File: config.mk
export PLATFORM = sky130hd
export DESIGN_NAME = magnitude_comparator_pipe
export DESIGN_NICKNAME = d
export VERILOG_FILES = /design/src/rtl/magnitude_comparator_pipe.sv
export SDC_FILE = /design/constraint.sdc
export NUM_CORES = 1
export LEC_CHECK = 0
export CAP_MARGIN = 20
export CORE_MARGIN = 2
export CORE_UTILIZATION = 46
export DETAILED_ROUTE_END_ITERATION = 7
export GPL_TIMING_DRIVEN = 1
export PLACE_DENSITY_LB_ADDON = 0.08
export SLEW_MARGIN = 0
export SYNTH_ARGS = -nofsm -noshare
export SYNTH_HDL_FRONTEND = slang
export SYNTH_SLANG_ARGS = --single-unit
File: constraint.sdc
create_clock -name clk -period 1.95 [get_ports clk]
set_input_delay 0.39 -clock clk [delete_from_list [all_inputs] [get_ports clk]]
set_output_delay 0.39 -clock clk [all_outputs]
set_load 0.01 [all_outputs]
File: src/rtl/magnitude_comparator_pipe.sv
// rtl/magnitude_comparator_pipe.sv - pipelined signed/unsigned magnitude comparator
// Resolves CHUNK bits per stage, LSB chunk first; a differing higher chunk overrides lower verdicts.
module magnitude_comparator_pipe #(
  parameter int WIDTH = 32,
  parameter int CHUNK = 8,
  parameter int TAGW  = 4
) (
  input  logic             clk,
  input  logic             rst_n,
  input  logic             flush,
  input  logic             in_valid,
  output logic             in_ready,
  input  logic             in_signed,
  input  logic [WIDTH-1:0] in_a,
  input  logic [WIDTH-1:0] in_b,
  input  logic [TAGW-1:0]  in_tag,
  output logic             out_valid,
  input  logic             out_ready,
  output logic             gr,
  output logic             lt,
  output logic             eq,
  output logic [TAGW-1:0]  out_tag
);

  localparam int NSTAGE = (WIDTH + CHUNK - 1) / CHUNK;
  localparam int PW     = NSTAGE * CHUNK;

  typedef struct packed {
    logic            v;
    logic            g;
    logic            l;
    logic [TAGW-1:0] t;
    logic [PW-1:0]   a;
    logic [PW-1:0]   b;
  } stage_t;

  stage_t r_stg [NSTAGE];
  stage_t w_nxt [NSTAGE];
  stage_t w_in;
  logic   r_up;
  logic   w_stall;

  function automatic stage_t step(input stage_t s, input int k);
    stage_t          o;
    logic [CHUNK-1:0] ca;
    logic [CHUNK-1:0] cb;
    o  = s;
    ca = s.a[k*CHUNK +: CHUNK];
    cb = s.b[k*CHUNK +: CHUNK];
    if (ca != cb) begin
      o.g = (ca > cb);
      o.l = (ca < cb);
    end
    return o;
  endfunction

  assign w_stall  = r_stg[NSTAGE-1].v & ~out_ready;
  assign in_ready = r_up & ~w_stall & ~flush;

  // Flipping the sign bit maps two's-complement order onto unsigned order.
  always_comb begin
    w_in              = '0;
    w_in.v            = in_valid & in_ready;
    w_in.t            = in_tag;
    w_in.a            = PW'(in_a);
    w_in.b            = PW'(in_b);
    w_in.a[WIDTH-1]   = in_a[WIDTH-1] ^ in_signed;
    w_in.b[WIDTH-1]   = in_b[WIDTH-1] ^ in_signed;
  end

  always_comb begin
    w_nxt[0] = step(w_in, 0);
    for (int k = 1; k < NSTAGE; k++) begin
      w_nxt[k] = step(r_stg[k-1], k);
    end
  end

  always_ff @(posedge clk or negedge rst_n) begin
    if (!rst_n) begin
      r_up <= 1'b0;
      for (int k = 0; k < NSTAGE; k++) begin
        r_stg[k] <= '0;
      end
    end else begin
      r_up <= 1'b1;
      if (flush) begin
        for (int k = 0; k < NSTAGE; k++) begin
          r_stg[k].v <= 1'b0;
        end
      end else if (!w_stall) begin
        for (int k = 0; k < NSTAGE; k++) begin
          r_stg[k] <= w_nxt[k];
        end
      end
    end
  end

  assign out_valid = r_stg[NSTAGE-1].v;
  assign gr        = out_valid & r_stg[NSTAGE-1].g;
  assign lt        = out_valid & r_stg[NSTAGE-1].l;
  assign eq        = out_valid & ~r_stg[NSTAGE-1].g & ~r_stg[NSTAGE-1].l;
  assign out_tag   = out_valid ? r_stg[NSTAGE-1].t : '0;

endmodule

==> results.cfg <==
[worst_setup_path]
required_ns = 1.56
cp.arrival_ns = 1.47
cp_max_fo = 3
crit_path_end_kind = primary output
startpoint_type = input pin
crit_type = input pin to primary output

[finish]
layout-drive-gt1-share_pct = 8.76
area_growth_pct = 30.7
final_cells = 866
nNetsFinal = 812
final_util_pct = 60.8
fill_cells = 1067
num_antenna_cells = 0

[clock_tree]
htreeDepth = 4
cts_tree = done
cts_root_buf = clkbuf_16
cts_buffer_depth = 2
clock-sinks = 125
clk_pin_slew_worst_paths_ns = 0.05
clock_latency_ns = 0.41
numCtsBuffers = 17

[pwr]
irDropWorstVdd_uv = 601
swShare_pct = 24.2
power_density_nw_per_um2 = 994
intPower_w = 0.00543
p_comb_share_pct = 12.9
seqPwrFrac_pct = 42.5
p_clk_share_pct = 44.5
power_switching_w = 0.00174
leakage_nw = 3.68

[synthesis]
synth_compound_area_share_pct = 6.60
synth_mux_area_share_pct = 0.363
syn_nets = 717
ys_seq_elements = 125
synth_area_per_cell_um2 = 9.03
synth-simple-area-share_pct = 23.9
syn_inst = 611
synth_cell_types = 32
synthFlopType = dfrtp_1
synthArstFlopShare_pct = 100
synth_edf_count = 0
synthAdderAreaFrac_pct = 7.25
synth-xor-area-share_pct = 0.317
synth-warning-count = 0
synth_area_um2 = 5520
seq_area_frac_synth_pct = 56.7
synth_top_family_by_area = simple AND/OR/NAND/NOR gates

[timing]
period_needed_ns = 1.86
timing.final.ws_setup_ns = 0.0902
max_slew.worst_pin.slew_ns = 0.572
relSlewSlack_pct = 61.9
finalSetupViolations = 0
finalClockSkew_ns = 0.00605
setup_tns_ns = 0
drv_slew = 0
hold_viol_final = 0
fmax_mhz = 538
post-route-period-util_pct = 95.4
rsz0062_at_grt = no

[global_routing]
track_usage_pct = 19.0
grt_pass1_wl_um = 19500
antenna_found_initial = 0
grt_overflow = 0
grt_pass1_vias = 4324
grt_max_degree = 80

[drt]
antenna_left = 0
wl_per_cell_um = 12.7
drtIter0Drc = 209
vias = 4201
wl_met3_um = 502
wirelength_met1_um = 5260
highest_layer = met4
wl_met2_um = 5020
drc_errors = 0
totalWireLength_um = 11000
dr.pass1.iters = 4
vias_per_cell = 4.85

[placed_design]
placedCellCount = 832
io_buffers = 82
dp_slack_ns = -0.365
hpwl_um = 7520
gp_congestion = 0.762

[die]
ioPinCount = 83
die_h_um = 114
initial_utilization_pct = 46.5
rows = 40
die_area_um2 = 12900
fp.coreArea_um2 = 11900
die_x_um = 114

[flow_run]
max-cap-violations = 0

[worst_hold_path]
hold_class = register to register

[status]
outcome = complete, no violations
[power groups by stage]
stage	clock [W]	combinational (W)	sequential, W
final	0.00319	0.000928	0.00305
after global routing	0.00338	0.00109	0.00308
after CTS	0.00326	0.000949	0.00305
after detailed placement	0	0.000940	0.00309
after global placement	0	0.000898	0.00308
after floorplan	0	0.000564	0.00304
[cell families after synthesis]
| kind of cell | Yosys count |
|---|---|
| AND/OR/NAND/NOR | 329 |
| flip-flops | 125 |
| buffers and inverters | 62 |
| AO/OA/AOI/OAI | 58 |
| adder cells (fa/ha/maj) | 32 |
| XOR/XNOR | 2 |
| multiplexers | 2 |
| other | 1 |
[per-stage QoR]
| stage | hold WS (ns) | cell area (um2) | power [W] |
|---|---|---|---|
| finish | 0.463 | 7210 | 0.00717 |
| global route | 0.483 | 7210 | 0.00755 |
| CTS | 0.466 | 7210 | 0.00726 |
| detailed placement | 0.410 | 6580 | 0.00403 |
| global placement | 0.399 | 6580 | 0.00398 |
| floorplan | 0.0944 | 5520 | 0.00361 |
[cell usage in the layout, fill, tap and decap left out, drive strengths merged]
cell and n:
bufinv 3, a22o 1, dlygate4sd3 1, mux2i 2, nand2 291, clkinv 6
a21oi 10, and2 7, nor2b 2, o211ai 2, o221ai 2, dlygate4sd2 8
inv 35, clkbuf 20, a2111oi 4, clkdlybuf4s50 73, o21bai 3, buf 21
ha 32, o21ai 32, nor2 13, nand4 8, xnor2 2, dfrtp 125
clkinvlp 3, or3 3, o31ai 1, o221a 3, conb 1, nor3b 4
or2 1
[final timing paths]
kind | cells past startpoint | to | start | slack, ns
setup reg to reg | 5 | r_stg[211] | out_valid | 0.19
max in group asynchronous | 3 | r_stg[244] | rst_n | 0.79
setup / recovery | 5 | in_ready | out_ready | 0.09
hold / removal | 2 | r_stg[194] | r_stg[265] | 0.46
hold reg to reg | 2 | r_stg[194] | r_stg[265] | 0.46
min in group asynchronous | 2 | r_stg[222] | rst_n | 0.49
[flip-flops by register name, indices dropped and copies added (netlist names)]
register and flops:
out_valid 1, r_stg 123, r_up 1
[synth_stat cells, types with 2 or more instances]
cell type	n	area share (%)
nand2_1	291	20
dfrtp_1	125	57
inv_1	35	2.4
ha_1	32	7.3
o21ai_0	31	2.8
buf_2	14	1.3
nor2_1	13	0.88
clkbuf_1	11	0.75
a21oi_1	10	0.91
nand4_1	8	0.91
and2_1	7	0.79
nor3b_1	4	0.54
o21bai_1	3	0.41
a2111oi_2	2	0.54
buf_6	2	0.41
mux2i_1	2	0.36
o211ai_1	2	0.27
o221a_1	2	0.41
o221ai_1	2	0.32
or3_4	2	0.41
xnor2_1	2	0.32
[area by class of cell]
class                           count  area, um2  share of cell area (%)
Clock buffer                       20        467                    6.47
Clock inverter                     12        143                    1.98
Inverter                           35        131                    1.82
Multi-Input combinational cell    424       2140                    29.7
Sequential cell                   125       3130                    43.4
Tap cell                          147        184                    2.55
Timing Repair Buffer              103       1020                    14.1
[worst max-delay path, cell delays in order]
cell,delay [ns]
clkdlybuf4s50_1,0.44
nor2b_4,0.18
nor2_4,0.04
and2_1,0.15
dlygate4sd2_1,0.27
[metal layers]
layer,vias up,global-route usage [%]
li1,2121,-
met1,1987,24.8
met2,80,30.5
met3,13,4.94
met4,0,7.80
met5,-,0
[repair_timing]
action	in CTS	in global routing
resized for setup	9	2
hold buffers	1	0
endpoints found under the hold margin	34	0
buffers inserted	1	0
endpoints found under the setup margin	8	2
pin swaps	0	2
Power figures use the tool's default switching activity.
==> RTL change: new RTL, same settings <==
Set the parameter `TAGW` to 3 (it was 4).
--- a/src/rtl/magnitude_comparator_pipe.sv
+++ b/src/rtl/magnitude_comparator_pipe.sv
@@ -3,7 +3,7 @@
 module magnitude_comparator_pipe #(
   parameter int WIDTH = 32,
   parameter int CHUNK = 8,
-  parameter int TAGW  = 4
+  parameter int TAGW  = 3
 ) (
   input  logic             clk,
   input  logic             rst_n,
Ports: changed (resized in_tag and out_tag); port bits go from 83 to 81. No check against the original RTL was run, so the function may have changed too.
==> RTL change against the original RTL <==
Total power fell by 6.9%; cell area fell by 3.6%; synthesized area shrank 3.2%; worst setup slack worse by 0.0016 ns; sequential cell count down 4; routed wire length is 4.2% lower; combinational power decreased by 2%.
==> RTL change: results (changes against the original RTL) <==
| Metric | Value |
|---|---|
| Status | `completed` |
| Top Metal Used | `met4` |
| Port bufs | `80 (-2.4%)` |
| Clock-pin slew on the worst setup and hold paths | `0.05 ns (about the same)` |
| Hold Path Class | `input port to async pin` |
| First-pass GRT wire length | `18660 um (-4.4%)` |
| Max incr delay on CP | `0.44 ns (about the same)` |
| Clock Skews | `0.006178 ns (+0.0001272 ns)` |
| Root buffer cell | `clkbuf_16` |
| Commonest cells in the netlist | `nand2_1, dfrtp_1, inv_1` |
| R2R Path Start | `r_stg[99]$_DFFE_PN0P_` |
| Setup crit start | `out_ready` |
| GR Util met2 | `0.3095 (+0.004904)` |
| Routed length on met2 | `5081 um (+1.3%)` |
| GRT Total Usage | `0.1843 (-0.005881)` |
| Lkg Pwr | `0.003554 uW (-3.5%)` |
| Placed Area | `6401 um^2 (-2.7%)` |
| Max reg flops | `119 (-3.3%)` |
| GP Congestion | `0.7894 (+3.7%)` |
| Delay-heaviest family, CP | `buffers and inverters` |
| Vias in the first global route | `4285 (-0.90%)` |
| Clock Latency Late Sink | `around 0.4 ns` |
| Met3 usage in global routing | `0.05661 (+0.007199)` |
| Layout Cells excl Fill | `840 (-3.0%)` |
| DP Worst Slack | `-0.3511 ns (+0.01359 ns)` |
| GR Util met1 | `0.2265 (-0.02147)` |
| WL met1 | `4868 um (-7.5%)` |
| Synth Instances | `593 (-2.9%)` |
| Tightest Pin Transition | `0.5157 ns (-0.05635 ns)` |
| Share of flip-flops with an asynchronous set or reset | `1.000 (unchanged)` |
| R2R cell count | `7 (+2)` |
| Placed insts | `808 (-2.9%)` |
| Starting DRT DRC Count | `222 (+6.2%)` |
| Pin count of the biggest net entering global routing | `78 (-2.5%)` |
| Area Growth Syn to Fin | `30.12%` |
| Final nets | `791 (-2.6%)` |
| Final HPWL DP | `7222 um (-3.9%)` |
| Worst vdd ir | `0.001048 V (+74%)` |
| Worst EP arrival | `1.47 ns (about the same)` |
| CP max-delay cell | `clkdlybuf4s50_1` |
| Initial antenna violation count | `0 (unchanged)` |
| Critical Path Fanout Max | `4 (+1)` |
| Synth area leaders | `dfrtp_1, nand2_1, ha_1` |
| Sequential element share of the synthesized area | `0.5667 (about the same)` |
| Routed vias | `4056 (-3.5%)` |
| Met3 WL | `416 um (-17%)` |
| Maximum clock insertion buffer count | `2 (unchanged)` |
| Layout cells sized above 1 | `0.07174 (-0.01589)` |
| Syn_nets | `698 (-2.6%)` |
| Routed len/inst | `12.51 um (-1.2%)` |
| Fillers | `994 (-6.8%)` |
| Synth cell types | `29 (-9.4%)` |
RTL change: path summary, 6_finish.rpt:
| kind | end | slack (ns) |
|---|---|---|
| setup reg to reg | r_stg[68]$_DFFE_PN0P_ | 0.29 |
| max in group asynchronous | r_stg[240]$_DFFE_PN0P_ | 0.80 |
| setup / recovery | in_ready | 0.09 |
| min in group clk | r_stg[167]$_DFFE_PN0P_ | 0.46 |
| hold / removal | r_stg[260]$_DFFE_PN0P_ | 0.46 |
| hold reg to reg | r_stg[167]$_DFFE_PN0P_ | 0.46 |
RTL change: what timing repair did:
item	4_1_cts	5_1_grt
setup buffers	1	0
hold buffers	1	0
endpoints found under the setup margin	5	2
endpoints found under the hold margin	26	0
resized for setup	8	2
RTL change: power by group:
| part | internal, uW | total, uW | switching [uW] | leakage, uW |
|---|---|---|---|---|
| clock network | 1810 | 2810 | 1010 | 0.000266 |
| registers | 2800 | 2950 | 145 | 0.00150 |
| logic | 434 | 912 | 478 | 0.00179 |
RTL change: cell families (layout without fill, tap and decap cells):
kind of cell | Yosys count | in the layout | share of synthesized area
AND/OR/NAND/NOR | 316 | 316 | 0.2356
flip-flops | 121 | 121 | 0.5667
buffers and inverters | 61 | 165 | 0.04824
AO/OA/AOI/OAI | 58 | 58 | 0.06674
adder cells (fa/ha/maj) | 32 | 32 | 0.07494
XOR/XNOR | 2 | 2 | 0.003279
multiplexers | 2 | 2 | 0.003747
other | 1 | 1 | 0.0007019
RTL change: final cells by class:
class	count	share of cell area
Sequential cell	121	0.4356
Multi-Input combinational cell	411	0.2982
Timing Repair Buffer	100	0.1443
Clock buffer	28	0.07577
Tap cell	143	0.02574
Inverter	35	0.01890
Clock inverter	2	0.001440
